===== config.mk =====
export PLATFORM = sky130hd
export DESIGN_NAME = uart_byte_receiver
export DESIGN_NICKNAME = d
export VERILOG_FILES = /design/src/rtl/uart_byte_receiver.sv
export SDC_FILE = /design/constraint.sdc
export NUM_CORES = 1
export LEC_CHECK = 0
export ABC_AREA = 1
export CAP_MARGIN = 20
export CORE_AREA = 5 5 103 105
export CTS_CLUSTER_SIZE = 20
export DETAILED_ROUTE_END_ITERATION = 7
export DIE_AREA = 0 0 108 110
export PLACE_DENSITY = 0.41
export SLEW_MARGIN = 0
export SYNTH_ARGS = -nofsm -noshare
export SYNTH_HDL_FRONTEND = slang
export SYNTH_SLANG_ARGS = --single-unit

===== constraint.sdc =====
create_clock -name clk -period 3.4 [get_ports clk]
set_input_delay 0.68 -clock clk [delete_from_list [all_inputs] [get_ports clk]]
set_output_delay 0.68 -clock clk [all_outputs]
set_load 0.03 [all_outputs]

===== src/rtl/uart_byte_receiver.sv =====
`timescale 1ns/1ps
// uart_byte_receiver
// -----------------------------------------------------------------------------
// Receives 8N1 serial characters for the instruction loader. The receiver has
// three parts:
//   - a two-flop synchronizer for rxd,
//   - a bit timer that samples each bit near its centre,
//   - a shifter that collects the data bits LSB first.
// A byte is passed on only when its stop bit is high. When the stop bit is low,
// the receiver raises frame_error for one cycle and then ignores the line until
// rxd goes high again.
//
// Parameters:
//   CLKS_PER_BIT  clock cycles per bit period (4..65535)
//   HALF_BIT      cycles from start-edge detection to the mid-start-bit sample
//
// Ports:
//   clk            system clock, rising edge
//   reset          asynchronous reset, active low
//   rxd            raw serial line, idle high, asynchronous to clk
//   received_data  last correctly received byte
//   data_valid     one-cycle pulse, received_data was updated this cycle
//   frame_error    one-cycle pulse, the stop bit was sampled low
//   busy           high while a frame is in progress
// -----------------------------------------------------------------------------
module uart_byte_receiver #(
    parameter int CLKS_PER_BIT = 434,
    parameter int HALF_BIT     = CLKS_PER_BIT / 2
) (
    input  logic       clk,
    input  logic       reset,
    input  logic       rxd,
    output logic [7:0] received_data,
    output logic       data_valid,
    output logic       frame_error,
    output logic       busy
);

    localparam logic [15:0] C_HALF_LAST = 16'(HALF_BIT - 1);
    localparam logic [15:0] C_BIT_LAST  = 16'(CLKS_PER_BIT - 1);

    typedef enum logic [2:0] {
        S_IDLE,
        S_START,
        S_DATA,
        S_STOP,
        S_BREAK
    } state_t;

    state_t      r_state, w_state_next;
    logic        r_sync1, r_sync2;
    logic        w_rx_s;
    logic [15:0] r_cnt, w_cnt_next;
    logic [2:0]  r_bit_idx, w_bit_idx_next;
    logic [7:0]  r_shift, w_shift_next;
    logic [7:0]  r_data, w_data_next;
    logic        r_valid, w_valid_next;
    logic        r_ferr, w_ferr_next;

    assign w_rx_s = r_sync2;

    // The synchronizer resets to the idle (high) line level, so leaving reset
    // does not look like a start bit.
    always_ff @(posedge clk or negedge reset) begin
        if (!reset) begin
            r_sync1 <= 1'b1;
            r_sync2 <= 1'b1;
        end else begin
            r_sync1 <= rxd;
            r_sync2 <= r_sync1;
        end
    end

    always_ff @(posedge clk or negedge reset) begin
        if (!reset) begin
            r_state   <= S_IDLE;
            r_cnt     <= 16'd0;
            r_bit_idx <= 3'd0;
            r_shift   <= 8'h00;
            r_data    <= 8'h00;
            r_valid   <= 1'b0;
            r_ferr    <= 1'b0;
        end else begin
            r_state   <= w_state_next;
            r_cnt     <= w_cnt_next;
            r_bit_idx <= w_bit_idx_next;
            r_shift   <= w_shift_next;
            r_data    <= w_data_next;
            r_valid   <= w_valid_next;
            r_ferr    <= w_ferr_next;
        end
    end

    always_comb begin
        w_state_next   = r_state;
        w_cnt_next     = r_cnt + 16'd1;
        w_bit_idx_next = r_bit_idx;
        w_shift_next   = r_shift;
        w_data_next    = r_data;
        w_valid_next   = 1'b0;
        w_ferr_next    = 1'b0;

        case (r_state)
            S_IDLE: begin
                w_cnt_next = 16'd0;
                if (!w_rx_s) begin
                    w_state_next = S_START;
                end
            end

            // Check the line again at the middle of the start bit. If it is
            // high, the low level was a glitch and it is ignored.
            S_START: begin
                if (r_cnt == C_HALF_LAST) begin
                    w_cnt_next = 16'd0;
                    if (w_rx_s) begin
                        w_state_next = S_IDLE;
                    end else begin
                        w_bit_idx_next = 3'd0;
                        w_state_next   = S_DATA;
                    end
                end
            end

            // All later samples are taken one full bit period apart, starting
            // from the centre of the start bit.
            S_DATA: begin
                if (r_cnt == C_BIT_LAST) begin
                    w_cnt_next              = 16'd0;
                    w_shift_next[r_bit_idx] = w_rx_s;
                    if (r_bit_idx == 3'd7) begin
                        w_state_next = S_STOP;
                    end else begin
                        w_bit_idx_next = r_bit_idx + 3'd1;
                    end
                end
            end

            // Return to IDLE half a bit before the next start bit is due, so
            // back-to-back frames are not missed.
            S_STOP: begin
                if (r_cnt == C_BIT_LAST) begin
                    w_cnt_next = 16'd0;
                    if (w_rx_s) begin
                        w_data_next  = r_shift;
                        w_valid_next = 1'b1;
                        w_state_next = S_IDLE;
                    end else begin
                        w_ferr_next  = 1'b1;
                        w_state_next = S_BREAK;
                    end
                end
            end

            // Wait here until the line goes high, so a line held low produces
            // only one frame_error.
            S_BREAK: begin
                w_cnt_next = 16'd0;
                if (w_rx_s) begin
                    w_state_next = S_IDLE;
                end
            end

            default: begin
                w_cnt_next   = 16'd0;
                w_state_next = S_IDLE;
            end
        endcase
    end

    assign received_data = r_data;
    assign data_valid    = r_valid;
    assign frame_error   = r_ferr;
    assign busy          = (r_state != S_IDLE);

endmodule


After elaboration in Yosys (flattened, before gate mapping)

Index checks and enable logic that the tools add are counted.

Flip-flop bits (word level): 42

Add/sub/neg operators: 2
Reductions and logical operators: 9
Order comparisons: 2
Mux-type cells: 26
Equality and inequality tests: 15

Operators with widths:

| operator              | count |
|---|---|
| $mux 3                | 11 |
| $mux 16               | 2 |
| $pmux 16 s2           | 1 |
| $add 16x1->16 const B | 1 |
| $eq 16x8->1 const B   | 1 |
| $eq 16x9->1 const B   | 1 |
| $ne 2x2->1 const B    | 8 |
| $pmux 3 s5            | 1 |
| $bwmux 8              | 1 |
| $mux 1                | 7 |
| $eq 3x2->1 const B    | 2 |
| $eq 3x3->1 const B    | 2 |
| $pmux 3 s2            | 1 |
| $reduce_and 6->1      | 1 |
| $reduce_and 5->1      | 1 |
| $lt 3x4->1 const B    | 1 |
| $add 3x1->3 const B   | 1 |
| $demux 1 s3           | 1 |
| $eq 3x1->1 const B    | 1 |
| $ge 3x1->1 const B    | 1 |
| $logic_not 3->1       | 1 |
| $reduce_and 3->1      | 1 |
| $reduce_bool 3->1     | 1 |
| $mux 2                | 1 |
| other kinds (4)       | 4 |

Depth between registers and ports, before layout

Word-level depth: 5
Depth in mapped cells: 10

Worst setup path before layout

No wires, ideal clock.

Path kind: reg2reg
From: register r_cnt[0]
To: register r_cnt[3]
Cell stages (with the launch flop): 10
Clock period less this slack: 1470 ps
Buffers on the path: 1
Slack: 1930 ps
Data arrival time: 1345 ps
Cells stage by stage: dfrtp_1 ha_1 nand3_1 nor2_2 nand2_4 nand2_4 nand2_4 inv_6 buf_12 nor2_4

Longest elaborated chain between the ends: 3
Elaborated cells on any way between the ends: 6

RTL lines:

| item                                        | line          | text |
|---|---|---|
| from (decl)                                 | 53            | `logic [15:0] r_cnt, w_cnt_next;` |
| from (signal assigned)                      | 85            | `r_cnt <= w_cnt_next;` |
| $add 16x1->16, or another cell as far along | 96            | `w_cnt_next = r_cnt + 16'd1;` |
| $mux 16, on equally long branches           | 128, 142, 114 |  |
| $pmux 16 s2 *                               | 103           | `case (r_state)` |
| via w_cnt_next[3]                           | 53            |  |

Mark *: on every way through the listed nets, which the timed path passes. The rest lies on a longest branch.
A chain may end at the register's enable or synchronous reset.

Worst setup path in the final report

From: register r_state[0]
To: output port busy

Longest elaborated chain between the ends: 1

RTL lines:

| item                   | line | text |
|---|---|---|
| from (decl)            | 50   | `state_t r_state, w_state_next;` |
| from (signal assigned) | 84   | `r_state <= w_state_next;` |
| $reduce_bool 3->1      | 174  | `assign busy = (r_state != S_IDLE);` |
| to (decl)              | 36   | `output logic busy` |

No other way between the ends.

==> impl_metrics.ini <==
[global_route]
grt_pass1_wl_um = 8450
antenna_found_initial = 0
grt.overflow.total = 0
grt_usage_pct = 9.04
grt_pass1_vias = 1741
grt_max_degree = 43

[sta]
fin_setup_tns_ps = 0
drv_slew = 0
finalSetupViolations = 0
worstMarginPinSlew_ps = 512
final-hold-violation-count = 0
worst_slack_ps = 1140
fin_crit_sh_pct = 66.5
final.setup_skew_ps = 9.83
period_needed_ps = 2260
max_slew_margin_pct = 65.8
max_freq_mhz = 442
rsz0062_at_grt = no

[die]
row_count = 36
die-area_um2 = 11900
fp.dieH_um = 110
die_w_um = 108
io_pins = 14
core_area_um2 = 9550
start_util_pct = 24.6

[logic_synthesis]
syn_avg_cell_area_um2 = 7.99
yosysTopAreaCell = dfrtp_1
synth_cell_types = 28
synth.top_cell.area_share_pct = 42.6
synth_edf_count = 0
synthCells = 294
ys_seq_area_share_pct = 44.8
ys_ff_latch = 42
synth_area_leaders = dfrtp_1 43%, nand2_1 16%, nor2_4 6.7%
yosysWarningCount = 0
syn_area_um2 = 2350
syn_nets = 302
synthArstFlopShare_pct = 100
ys.flop_type = dfrtp_1

[run]
drv_cap = 0

[cts]
ctsHtreeMaxLevel = 2
post_cts_resized = 0
clk_pin_slew_ps = 100
cts.sinks = 42
cts_buffers = 5
cts_hold_buf = 0
clock_latency_ps = 300
cts_max_path_buffers = 2
cts_tree = yes
cts_root_buf = clkbuf_8
post_cts_buffers = 0

[pwr]
p_per_area_nw_per_um2 = 318
irDropWorstVdd_v = 0.000133
p_leak_nw = 1.28

[drt]
wl_met2_um = 2050
vias = 1779
avgViaCountPerCell = 3.98
dr.pass1.iters = 4
wl_met3_um = 139
drc_errors = 0
drtIter0Drc = 62
ant_nets = 0
routedWlPerCell_um = 10.7
m1WireLength_um = 2480
wl_um = 4760
top_layer = met4

[finish]
diodes = 0
final_nets = 321
multi_input_area_um2 = 1150
area_growth_syn_to_layout_pct = 16.6
fillCellCount = 1079
final_cell_mix = 103 x nand2_1, 40 x dfrtp_1, 38 x nor2_1
drive_gt1_share_pct = 14.3
regArea_um2 = 1050
final_common_cell = nand2_1

[setup_path]
worstPathArrival_ps = 1580
crit_required_ps = 2720
crit_path_start_kind = flip-flop
worst_setup_path_end_kind = output pin
critPathKind = flip-flop to output pin
critPathMaxFanout = 5

[place]
hpwl_um = 3480
gp_congestion = 0.781
post-place-ws_ps = 1460
port_buffers = 13

[status]
status = complete, no violations

[min_path]
min-delay-path-class = input pin to asynchronous set/reset pin
[stage by stage]
step           hold slack (ps)  total power (W)  cell area, µm²  utilization [%]  cells
2_1_floorplan              345         0.000515            2350                -    294
3_3_place_gp               346         0.000529            2620             27.4    438
3_5_place_dp               347         0.000529            2620             27.4    438
4_1_cts                    361         0.000886            2710             28.4    446
5_1_grt                    364         0.000914            2740             28.7    447
6_report                   339         0.000872            2740             28.7    447
[path summary, 6_finish.rpt]
check	end	from	cells after the start	slack, ps
setup / recovery	busy	r_state[0]	3	1140
hold / removal	received_data[3]	reset	1	340
setup reg to reg	r_cnt[10]	r_cnt[0]	8	1730
hold reg to reg	r_sync2	r_sync1	0	360
max in group asynchronous	r_shift[6]	reset	2	2570
min in group clk	r_sync2	r_sync1	0	360
[flip-flops by register name, indices dropped and copies added, names as in the netlist]
name,count
r_shift,8
received_data,8
r_sync2,1
r_bit_idx,3
frame_error,1
r_sync1,1
data_valid,1
r_cnt,16
r_state,3
[synthesized netlist by cell type (3+ instances only)]
library cell	count
nand2_2	3
inv_1	26
xnor2_1	3
nor2_2	4
nor2_1	38
nand2_1	103
nor2_4	14
o21ai_0	6
nand2_4	5
dfrtp_1	40
nand4_1	4
nand3_1	19
ha_1	5
xor2_1	6
[per-layer routing]
metal	GRT usage [%]	vias up
met2	13.7	23
met1	12.6	807
met4	3.79	0
met5	0	-
met3	1.69	7
li1	-	942
[report_power, final]
group	leakage, nW	internal (W)	switching [W]
registers	0.565	0.000501	0.00000236
clock network	0.0447	0.000149	0.000202
logic	0.668	0.00000516	0.0000127
total	1.28	0.000655	0.000217
[cell families after synthesis]
| logic type | after synthesis | share of synthesized area, % |
|---|---|---|
| buffers and inverters | 34 | 6.39 |
| adder cells (fa/ha/maj) | 5 | 2.66 |
| AND/OR/NAND/NOR | 195 | 40.7 |
| XOR/XNOR | 9 | 3.35 |
| AO/OA/AOI/OAI | 9 | 2.08 |
| flip-flops | 42 | 44.8 |
[critical path, cell delays in order, from the launching register on]
cell,delay (ps)
dfrtp_1,430
nor2_1,180
nand2_1,80
clkdlybuf4s50_1,600
[area by class of cell]
class,instances,area share [%]
multi-input combinational,218,41.8
sequential,42,38.5
tap,133,6.08
timing repair buffer,14,5.57
inverter,32,4.61
clock buffer,5,2.51
clock inverter,3,0.914
(Power assumes the default switching activity.)
